File: src/rtl/tin_pulse_gen.sv
// Button front end for t_ff: synchronises and debounces a raw button level and
// emits single-cycle toggle pulses on tin, with optional auto-repeat while held.
module tin_pulse_gen #(
    parameter int CNT_W           = 16,
    parameter int DEBOUNCE_CYCLES = 1000,
    parameter int HOLD_CYCLES     = 50000,
    parameter int REPEAT_CYCLES   = 20000
) (
    input  logic clk,
    input  logic rst,
    input  logic btn_in,
    input  logic enable,
    input  logic rpt_en,
    output logic tin,
    output logic btn_level,
    output logic busy
);

    typedef enum logic [2:0] {
        IDLE,
        PRESS_WAIT,
        PRESSED,
        REPEAT,
        RELEASE_WAIT
    } state_t;

    localparam logic [CNT_W-1:0] DEB_LAST  = CNT_W'(DEBOUNCE_CYCLES - 1);
    localparam logic [CNT_W-1:0] HOLD_LAST = CNT_W'(HOLD_CYCLES - 1);
    localparam logic [CNT_W-1:0] REP_LAST  = CNT_W'(REPEAT_CYCLES - 1);
    localparam logic [CNT_W-1:0] CNT_MAX   = '1;

    state_t           state, state_n;
    logic [CNT_W-1:0] cnt, cnt_n, cnt_inc;
    logic             s1, s2;
    logic             pulse, level_n;

    always_ff @(posedge clk or negedge rst) begin
        if (!rst) begin
            s1 <= 1'b0;
            s2 <= 1'b0;
        end else begin
            s1 <= btn_in;
            s2 <= s1;
        end
    end

    always_ff @(posedge clk or negedge rst) begin
        if (!rst) begin
            state     <= IDLE;
            cnt       <= '0;
            tin       <= 1'b0;
            btn_level <= 1'b0;
        end else begin
            state     <= state_n;
            cnt       <= cnt_n;
            tin       <= pulse & enable;
            btn_level <= level_n;
        end
    end

    assign cnt_inc = (cnt == CNT_MAX) ? cnt : cnt + 1'b1;

    // A pulse due while tin is still high is held off one cycle, so tin can
    // never be high on two consecutive cycles even with one-cycle periods.
    always_comb begin
        state_n = state;
        cnt_n   = cnt;
        pulse   = 1'b0;
        level_n = btn_level;
        case (state)
            IDLE: begin
                level_n = 1'b0;
                cnt_n   = '0;
                if (s2) state_n = PRESS_WAIT;
            end
            PRESS_WAIT: begin
                if (!s2) begin
                    state_n = IDLE;
                end else if (cnt == DEB_LAST) begin
                    state_n = PRESSED;
                    level_n = 1'b1;
                    pulse   = 1'b1;
                end else begin
                    cnt_n = cnt_inc;
                end
            end
            PRESSED: begin
                if (!s2) begin
                    state_n = RELEASE_WAIT;
                end else if (!rpt_en) begin
                    cnt_n = '0;
                end else if (cnt == HOLD_LAST) begin
                    if (!tin) begin
                        pulse   = 1'b1;
                        state_n = REPEAT;
                    end
                end else begin
                    cnt_n = cnt_inc;
                end
            end
            REPEAT: begin
                if (!s2) begin
                    state_n = RELEASE_WAIT;
                end else if (!rpt_en) begin
                    state_n = PRESSED;
                end else if (cnt == REP_LAST) begin
                    if (!tin) begin
                        pulse = 1'b1;
                        cnt_n = '0;
                    end
                end else begin
                    cnt_n = cnt_inc;
                end
            end
            RELEASE_WAIT: begin
                if (s2) begin
                    state_n = PRESSED;
                end else if (cnt == DEB_LAST) begin
                    state_n = IDLE;
                    level_n = 1'b0;
                end else begin
                    cnt_n = cnt_inc;
                end
            end
            default: state_n = IDLE;
        endcase
        if (state_n != state) cnt_n = '0;
    end

    assign busy = (state != IDLE);

endmodule

File: config.mk
export PLATFORM = sky130hd
export DESIGN_NAME = tin_pulse_gen
export DESIGN_NICKNAME = d
export VERILOG_FILES = /design/src/rtl/tin_pulse_gen.sv
export SDC_FILE = /design/constraint.sdc
export NUM_CORES = 1
export LEC_CHECK = 0
export CAP_MARGIN = 10
export CORE_MARGIN = 2
export CORE_UTILIZATION = 64
export DETAILED_ROUTE_END_ITERATION = 10
export PLACE_DENSITY = 0.84
export SETUP_SLACK_MARGIN = 0.5
export SLEW_MARGIN = 10
export SYNTH_ARGS = -nofsm -noshare
export SYNTH_HDL_FRONTEND = slang
export SYNTH_SLANG_ARGS = --single-unit
File: constraint.sdc
create_clock -name clk -period 4.2 [get_ports clk]
set_input_delay 0.84 -clock clk [delete_from_list [all_inputs] [get_ports clk]]
set_output_delay 0.84 -clock clk [all_outputs]
set_load 0.02 [all_outputs]
Yosys cells after proc, flatten, opt, wreduce, memory -nomap -nowiden
Cells that the tools add are included.
{"block": "word_totals", "reg_bits": 23, "word_cells": 74, "out_inout_bits": 3, "in_bits": 5}
{"block": "op_classes", "n_addsub": 1, "eq_ne": 20, "reduce_logical": 6, "bitwise_logic": 1, "muxes": 40}
{"cell": "$mux 16", "count": 12}
{"cell": "$pmux 16 s5", "count": 1}
{"cell": "$mux 3", "count": 11}
{"cell": "$eq 16x16->1 const B", "count": 2}
{"cell": "$add 16x1->16 const B", "count": 1}
{"cell": "$eq 16x10->1 const B", "count": 1}
{"cell": "$eq 16x15->1 const B", "count": 1}
{"cell": "$ne 3x3->1 const B", "count": 5}
{"cell": "$pmux 3 s5", "count": 1}
{"cell": "$mux 1", "count": 13}
{"cell": "$ne 2x2->1 const B", "count": 4}
{"cell": "$ne 4x4->1 const B", "count": 2}
{"cell": "$reduce_and 8->1", "count": 1}
{"cell": "$eq 3x2->1 const B", "count": 2}
{"cell": "$pmux 1 s3", "count": 2}
{"cell": "$reduce_bool 3->1", "count": 2}
{"cell": "$reduce_bool 6->1", "count": 1}
{"cell": "$reduce_and 5->1", "count": 1}
{"cell": "$eq 3x1->1 const B", "count": 1}
{"cell": "$eq 3x3->1 const B", "count": 1}
{"cell": "$logic_not 3->1", "count": 1}
{"cell": "$ne 3x3->1", "count": 1}
{"cell": "$and 1x1->1", "count": 1}

Logic depth before layout (Yosys ltp)
Gate-level depths: netlist (run 1).
{"block": "logic_depth", "word_depth": 8, "mapped_depth": 10, "depth_no_buf": 7}

Least setup slack after synthesis (run 1)
No wires, ideal clock.
{"block": "synth_path", "path_type": "register -> register", "startpoint": "register cnt[10]", "endpoint": "register cnt[3]", "arrival_ps": 2391, "path_stages_with_launch": 8, "path_slack_ps": 1683, "setup_time_ps": 126, "period_less_slack_ps": 2517, "cell_sequence": "dfrtp_1 > or4b_4 > nor3_2 > or4b_4 > a21boi_4 > mux2i_2 > buf_6 > a21oi_2"}
{"block": "synth_via", "elab_chain_len": 8}
{"element": "start: declaration", "line": "33", "text": "logic [CNT_W-1:0] cnt, cnt_n, cnt_inc;"}
{"element": "start signal: assignment", "line": "55", "text": "cnt <= cnt_n;"}
{"element": "$eq 16x16->1", "line": "92", "text": "end else if (cnt == HOLD_LAST) begin"}
{"element": "$mux 3", "line": "92"}
{"element": "$mux 3", "line": "90", "text": "end else if (!rpt_en) begin"}
{"element": "$mux 3", "line": "88", "text": "if (!s2) begin"}
{"element": "$pmux 3 s5 (*)", "line": "70", "text": "case (state)"}
{"element": "named net state_n[0]", "line": "32", "text": "state_t state, state_n;"}
{"element": "$ne 3x3->1 (*)", "line": "127", "text": "if (state_n != state) cnt_n = '0;"}
{"element": "$ne 4x4->1 (no source line) (tied with other cells)"}
{"element": "$reduce_and 8->1 (no source line)"}
Mark *: on every way through the listed nets, which the timed path passes. The rest lies on a longest branch. The select of a mux whose other input is x is not followed.
A chain may end at the register's enable or synchronous reset.

Worst setup path after layout (run 1)
{"block": "layout_path", "startpoint": "register cnt[12]", "endpoint": "register cnt[10]"}
{"block": "layout_via", "elab_chain_len": 8}
{"element": "$eq 16x16->1", "line": "92"}
{"element": "$mux 3", "line": "92"}
{"element": "$mux 3", "line": "90"}
{"element": "$mux 3", "line": "88"}
{"element": "$pmux 3 s5", "line": "70"}
{"element": "$ne 3x3->1", "line": "127"}
{"element": "$ne 4x4->1 (no source line) (tied with other cells)"}
{"element": "$reduce_and 8->1 (no source line)"}
Several ways; a longest one is shown, not always the timed one. The select of a mux whose other input is x is not followed.

==> out/results.txt, run 1 <==
Final WS setup - 1.330 ns
Total core area - 2455 sq um
Layout area overhead - 5.716%
Post-CTS setup buffer count - 0
Layout Nets - 200
Share of post-route cells with drive strength above 1 - 15.54%
Final Util - 70.69%
Worst path max stage delay - 0.88 ns
Crit-path slowest cell - o21ai_1
Gr ovfl total - 0
DRC errors left - 0
Die area - 2986 sq um
Yosys top cell area share - 35.06%
Fmax achieved - 0.3484 GHz
Gr usage total - 29.46%
Mean post-synth cell area - 8.550 sq um
First drt pass iteration count - 4
TritonCTS buffer count - 3
Post-synthesis register bit count - 23
Post-DP Area - 1708 sq um
Clock Pin Slew Worst Setup and Hold Paths - 0.13 ns
Antenna Violating Nets Remaining - 0
CTS Hold Buffers Added - 0
Worst IR Drop VDD - 0.0002515 V
Vias in the first global route - 1,358
Hold WS - 0.3645 ns
R2r startpoint - cnt[12]
Placer Congestion - 0.9035
Setup crit end kind - flip-flop
CTS tree - built
FP Rows - 18
Synth unique cells - 48
Pre-CTS setup slack - 1.207 ns
Endpoints failing setup - 0
Lkg Pwr - 0.6188 nW
PortBufs - 7
PwrDens - 220.4 nW/um^2
Max Slew Vio Count - 0
Fin cells - 223
Initial Util - 66.87%
Multi-input gate area - 987.2 sq um
# diodes - 0
Initial antenna violation count - 0
Die Width - 54.65 um
Post-synth EDFFs - 0
DPL Wire Length - 2718 um
Min Clock Period, post-route - 2.870 ns
Rel. slew slack - 29.76%
Die Height - 54.65 um
Setup crit start - cnt[12]
First DRT Iteration DRCs - 87
Pwr Total - 0.3825 mW
Yosys warnings - 0
Post-DR wirelength/cell - 17.55 um
Final hold violation count - 0
Cell area after layout - 1735 sq um
Commonest non-fill, non-tap cell in the layout - dfrtp_1
Status - complete, no violations
Area contributors post-synth - dfrtp_1, a21oi_2, nor2_1
Setup_tns - 0 ns
Type of the worst setup path - reg2reg
Mapped Area - 1642 sq um
Clock Skew - 0.002045 ns
Synthesized Nets - 198
Synth Instances - 192
Worst Path Arrival - 3.09 ns
Worst Tran Pin Value - 1.050 ns
Max-cap violations - 0
Sequential-to-total area share from yosys stat - 35.06%
CTS max path bufs - 2
Top Ports - 8
Area leader, netlist - dfrtp_1
CP Cell Sequence - nor3_1 > nand3_1 > o21ai_1 > buf_4 > nor2_1 > o21ai_0 > a21oi_2
Hold depth - 0
Hold Crit Start - s1
Clock Latency Late Sink - 0.32 ns
Largest net degree at the start of global routing - 24
Synth async-reset ratio - 100.0%
Global-route wire length before repair - 6313 um
Final period util - 68.33%
Total number of vias - 1,507
# resized after CTS - 0
Worst EP required - 4.42 ns
Fillers - 202
Worst reg2reg path depth - 7
Worst Hold Class - reg2reg
Critical path launch point type - flip-flop
Register area - 575.6 sq um
Most frequent cells in the layout - dfrtp_1, nor2_1, nand2_1, o21ai_0
Vias/cell - 6.758
CTS root buf - clkbuf_4
RSZ-0062 raised after global routing - false
Sink Count - 23
Dpl cells - 219
Post-synth top flop - dfrtp_1
CP Max Fanout - 18
Post-Route WL - 3913 um
CTS HTree Levels - 1
==> metal layers <==
| metal | up-vias | track usage, % | share of wire [%] |
|---|---|---|---|
| li1 | 731 | - | - |
| met1 | 709 | 40.55 | 45 |
| met2 | 60 | 45.63 | 48 |
| met3 | 7 | 4.372 | 5.7 |
| met4 | 0 | 12.50 | 1.6 |
| met5 | - | 0 | 0 |
==> path summary, 6_finish.rpt <==
path                       endpoint  slack, ns
hold / removal                   s2       0.36
max in group asynchronous    cnt[3]       2.51
setup reg to reg            cnt[10]       1.33
min in group asynchronous       tin       1.07
hold reg to reg                  s2       0.36
setup / recovery            cnt[10]       1.33
==> flip-flops by register name, summed over array words and instances (netlist names) <==
register,flops
cnt,16
state,3
btn_level,1
s1,1
s2,1
tin,1
==> critical path: cells and delay by family (launching register included) <==
kind / cells / cell delay (ns)
AOI/OAI and AO/OA: 3 / 1.18
and+or+nand+nor: 3 / 0.84
DFF: 1 / 0.44
buffers and inverters: 1 / 0.30
==> layout make-up <==
| cell class | instances | share of cell area (%) |
|---|---|---|
| Clock inverter | 1 | 0.2884 |
| Inverter | 4 | 0.8652 |
| Multi-Input combinational cell | 152 | 56.89 |
| Timing Repair Buffer | 10 | 5.335 |
| Clock buffer | 3 | 1.298 |
| Tap cell | 30 | 2.163 |
| Sequential cell | 23 | 33.17 |
==> cell families (layout without fill, tap and decap cells) <==
family	count (synthesis)	count (layout)	synth area share, %
simple gates	91	91	33.23
compound gates	57	57	23.86
flops	23	23	35.06
buf+inv	17	18	5.105
mux	2	2	1.448
fa+ha+maj	1	1	0.7621
xor+xnor	1	1	0.5336
==> synthesized netlist by cell type, types with 3 or more instances <==
library cell  number
clkbuf_1           5
or3_1              3
and4bb_2           3
a21oi_1           11
nand3_1           10
dfrtp_1           23
inv_1              4
nand2_1           12
nor2_1            20
nand2b_1           3
buf_2              3
or4_1              5
and4_1             4
o21ai_0           13
and3_1             4
a21oi_2           10
a31oi_1            8
a41oi_1            3
nor3_1            11
==> where the power goes <==
group,internal (mW),total [mW],switching [mW]
logic,0.0170,0.0462,0.0292
clock network,0.0358,0.108,0.0724
registers,0.224,0.228,0.00387
Note: power is estimated with default switching activity, not from simulation.
==> run 2, diff against run 1 <==
--- a/config.mk
+++ b/config.mk
@@ -7,9 +7,9 @@
 export LEC_CHECK = 0
 export CAP_MARGIN = 10
 export CORE_MARGIN = 2
-export CORE_UTILIZATION = 64
+export CORE_UTILIZATION = 59
 export DETAILED_ROUTE_END_ITERATION = 10
-export PLACE_DENSITY = 0.84
+export PLACE_DENSITY = 0.78
 export SETUP_SLACK_MARGIN = 0.5
 export SLEW_MARGIN = 10
 export SYNTH_ARGS = -nofsm -noshare
==> constraint.sdc (replaced) <==
create_clock -name clk -period 2.8 [get_ports clk]
set_input_delay 0.56 -clock clk [delete_from_list [all_inputs] [get_ports clk]]
set_output_delay 0.56 -clock clk [all_outputs]
set_load 0.02 [all_outputs]
==> run 2 against run 1 <==
Via count is 6.8% higher. Critical path type unchanged. Sequential power grew 50%. Global-route usage fell by 1.2 points. Routed wire length is 6.0% higher. Sequential share of layout area decreased by 2.7 points. Maximum frequency up 13%. Cell count grew 6.3%. Highest routed layer unchanged. Setup slack lost 1.1 ns. Register-to-register slack got worse by 1.1 ns. Largest cell class unchanged. Clock skew is 0.0026 ns higher. Combinational power up 80%.
==> out/results.txt, run 2 (same netlist as run 1, synthesis figures left out) <==
Sw frac - 27.23% (-0.34 points)
First drt pass iteration count - 4 (unchanged)
Combinational power share - 14.2% (+2.1 points)
Endpoints failing setup - 0 (unchanged)
Dpl cells - 227 (+3.7%)
Worst IR Drop VDD - 0.0002882 V (+15%)
Setup_tns - 0 ns (unchanged)
FP Rows - 19 (+1)
Gr usage total - 28.25% (-1.2 points)
Layout Nets - 213 (+6.5%)
Largest Register - cnt
Max Slew Vio Count - 0 (unchanged)
TritonCTS buffer count - 3 (unchanged)
Internal - 0.4259 mW (+54%)
Worst Tran Pin Value - 0.7007 ns (-0.3496 ns)
Rel. slew slack - 52.68% (+23 points)
Clock Pin Slew Worst Setup and Hold Paths - 0.13 ns (about the same)
Clock Power Share - 27.3% (-1.0 points)
Sink Count - 23 (unchanged)
Switching pwr - 0.1593 mW (+51%)
Placer Congestion - 0.9207 (+1.9%)
RSZ-0062 raised after global routing - true
Vias/cell - 6.789 (+0.46%)
Type of the worst setup path - reg2reg
Hold WS - 0.3678 ns (+0.003320 ns)
# diodes - 0 (unchanged)
Clock Latency Late Sink - 0.32 ns (about the same)
CTS max path bufs - 2 (unchanged)
Top Ports - 8 (unchanged)
Worst Path Arrival - 2.75 ns (-0.34 ns)
Post-Route WL - 4148 um (+6.0%)
Vias in the first global route - 1,547 (+14%)
Setup crit end kind - flip-flop
Hold depth - 0 (unchanged)
Largest net degree at the start of global routing - 24 (unchanged)
Worst R2R Setup Slack - 0.27 ns (-1.06 ns)
Total number of vias - 1,609 (+6.8%)
DPL Wire Length - 2913 um (+7.1%)
Status - complete, no violations
PwrDens - 307.3 nW/um^2 (+39%)
Initial Util - 60.57% (-6.3 points)
Final hold violation count - 0 (unchanged)
Gr ovfl total - 0 (unchanged)
Total core area - 2710 sq um (+10%)
Worst Hold Class - reg2reg
Min Clock Period, post-route - 2.533 ns (-0.3366 ns)
CP Max Fanout - 12 (-6)
Clock Skew - 0.004647 ns (+0.002602 ns)
Fmax achieved - 0.3948 GHz (+13%)
Reg-to-reg endpoint - cnt[8]
Post-DR wirelength/cell - 17.50 um (-0.26%)
CTS root buf - clkbuf_4
PortBufs - 7 (unchanged)
R2r startpoint - cnt[13]
Final period util - 90.47% (+22 points)
Share of post-route cells with drive strength above 1 - 24.76% (+9.2 points)
Most frequent cells in the layout - nor2_1, dfrtp_1, buf_4
Initial antenna violation count - 0 (unchanged)
Flop pwr share - 58.5% (-1.1 points)
Max-cap violations - 0 (unchanged)
CTS Hold Buffers Added - 0 (unchanged)
Die Width - 56.75 um (+3.8%)
Layout area overhead - 16.01%
Worst EP required - 3.02 ns (-1.40 ns)
Critical path launch point type - flip-flop
Lkg Pwr - 0.6949 nW (+12%)
Hold Crit Start - s1
CTS HTree Levels - 1 (unchanged)
Hold EP - s2
Antenna Violating Nets Remaining - 0 (unchanged)
Global-route wire length before repair - 7155 um (+13%)
Flip-flop count of the largest register after layout - 16 (unchanged)
Fin cells - 237 (+6.3%)
Die area - 3220 sq um (+7.8%)
Biggest regs - cnt: 16 flops, state: 3 flops
Worst reg2reg path depth - 7 (unchanged)
Die Height - 56.75 um (+3.8%)
Final Util - 70.27% (-0.43 points)
Pwr Total - 0.5852 mW (+53%)
DRC errors left - 0 (unchanged)
First DRT Iteration DRCs - 81 (-6.9%)
CTS tree - built
==> run 2: worst max-delay path, cell delays in order, from the launching register on <==
cell and delay (ns):
dfrtp_1 0.42, or4bb_1 0.55, nor3_2 0.24, or4b_4 0.51, a21boi_4 0.19, mux2i_4 0.28
buf_12 0.17, nor3_1 0.06
==> run 2: cell type report <==
class                   count  area (sq um)
clock inverters             1         5.005
flip-flops and latches     23         579.3
inverters                   4         15.01
well taps                  31         38.79
multi-input cells         152          1016
repair buffers             23         227.7
fillers                   220         805.8
clock buffers               3         22.52
==> run 2: metal layers <==
layer / track usage [%] / wire length [um] / share of wire [%] / up-vias
met5: 0 / 0 / 0 / -
met4: 12.62 / 57 / 1.4 / 0
met3: 3.456 / 222 / 5.4 / 8
met2: 43.36 / 1993 / 48 / 63
met1: 39.97 / 1874 / 45 / 777
li1: - / - / - / 761
==> run 2: how the worst max path moves through the flow <==
stage	start	to	slack, ns	cells after the start
finish	cnt[13]	cnt[8]	0.27	7
global route	cnt[13]	cnt[8]	0.19	7
CTS	cnt[12]	cnt[8]	0.26	7
detailed placement	rpt_en	cnt[4]	0.14	7
global placement	rpt_en	cnt[4]	0.18	7
floorplan	cnt[15]	cnt[3]	0.39	7
==> run 2: through the flow <==
stage	worst slack [ns]	area [sq um]
after floorplan	0.3872	1658
after global placement	0.1759	1810
after detailed placement	0.1442	1810
after CTS	0.2595	1884
after global routing	0.1908	1904
final	0.2668	1904
==> run 2: repair_timing <==
item | 4_1_cts | 5_1_grt
endpoints found under the setup margin | 16 | 18
setup buffers | 5 | 1
gates resized for setup | 4 | 3
gates cloned | 0 | 0
pin swaps | 0 | 1
==> run 2: power groups by stage <==
stage,Sequential (mW),Combinational (mW),Clock [mW]
CTS,0.342,0.0828,0.158
global route,0.343,0.0909,0.171
detailed placement,0.349,0.0808,0
finish,0.342,0.0832,0.160
floorplan,0.346,0.0496,0
global placement,0.348,0.0788,0
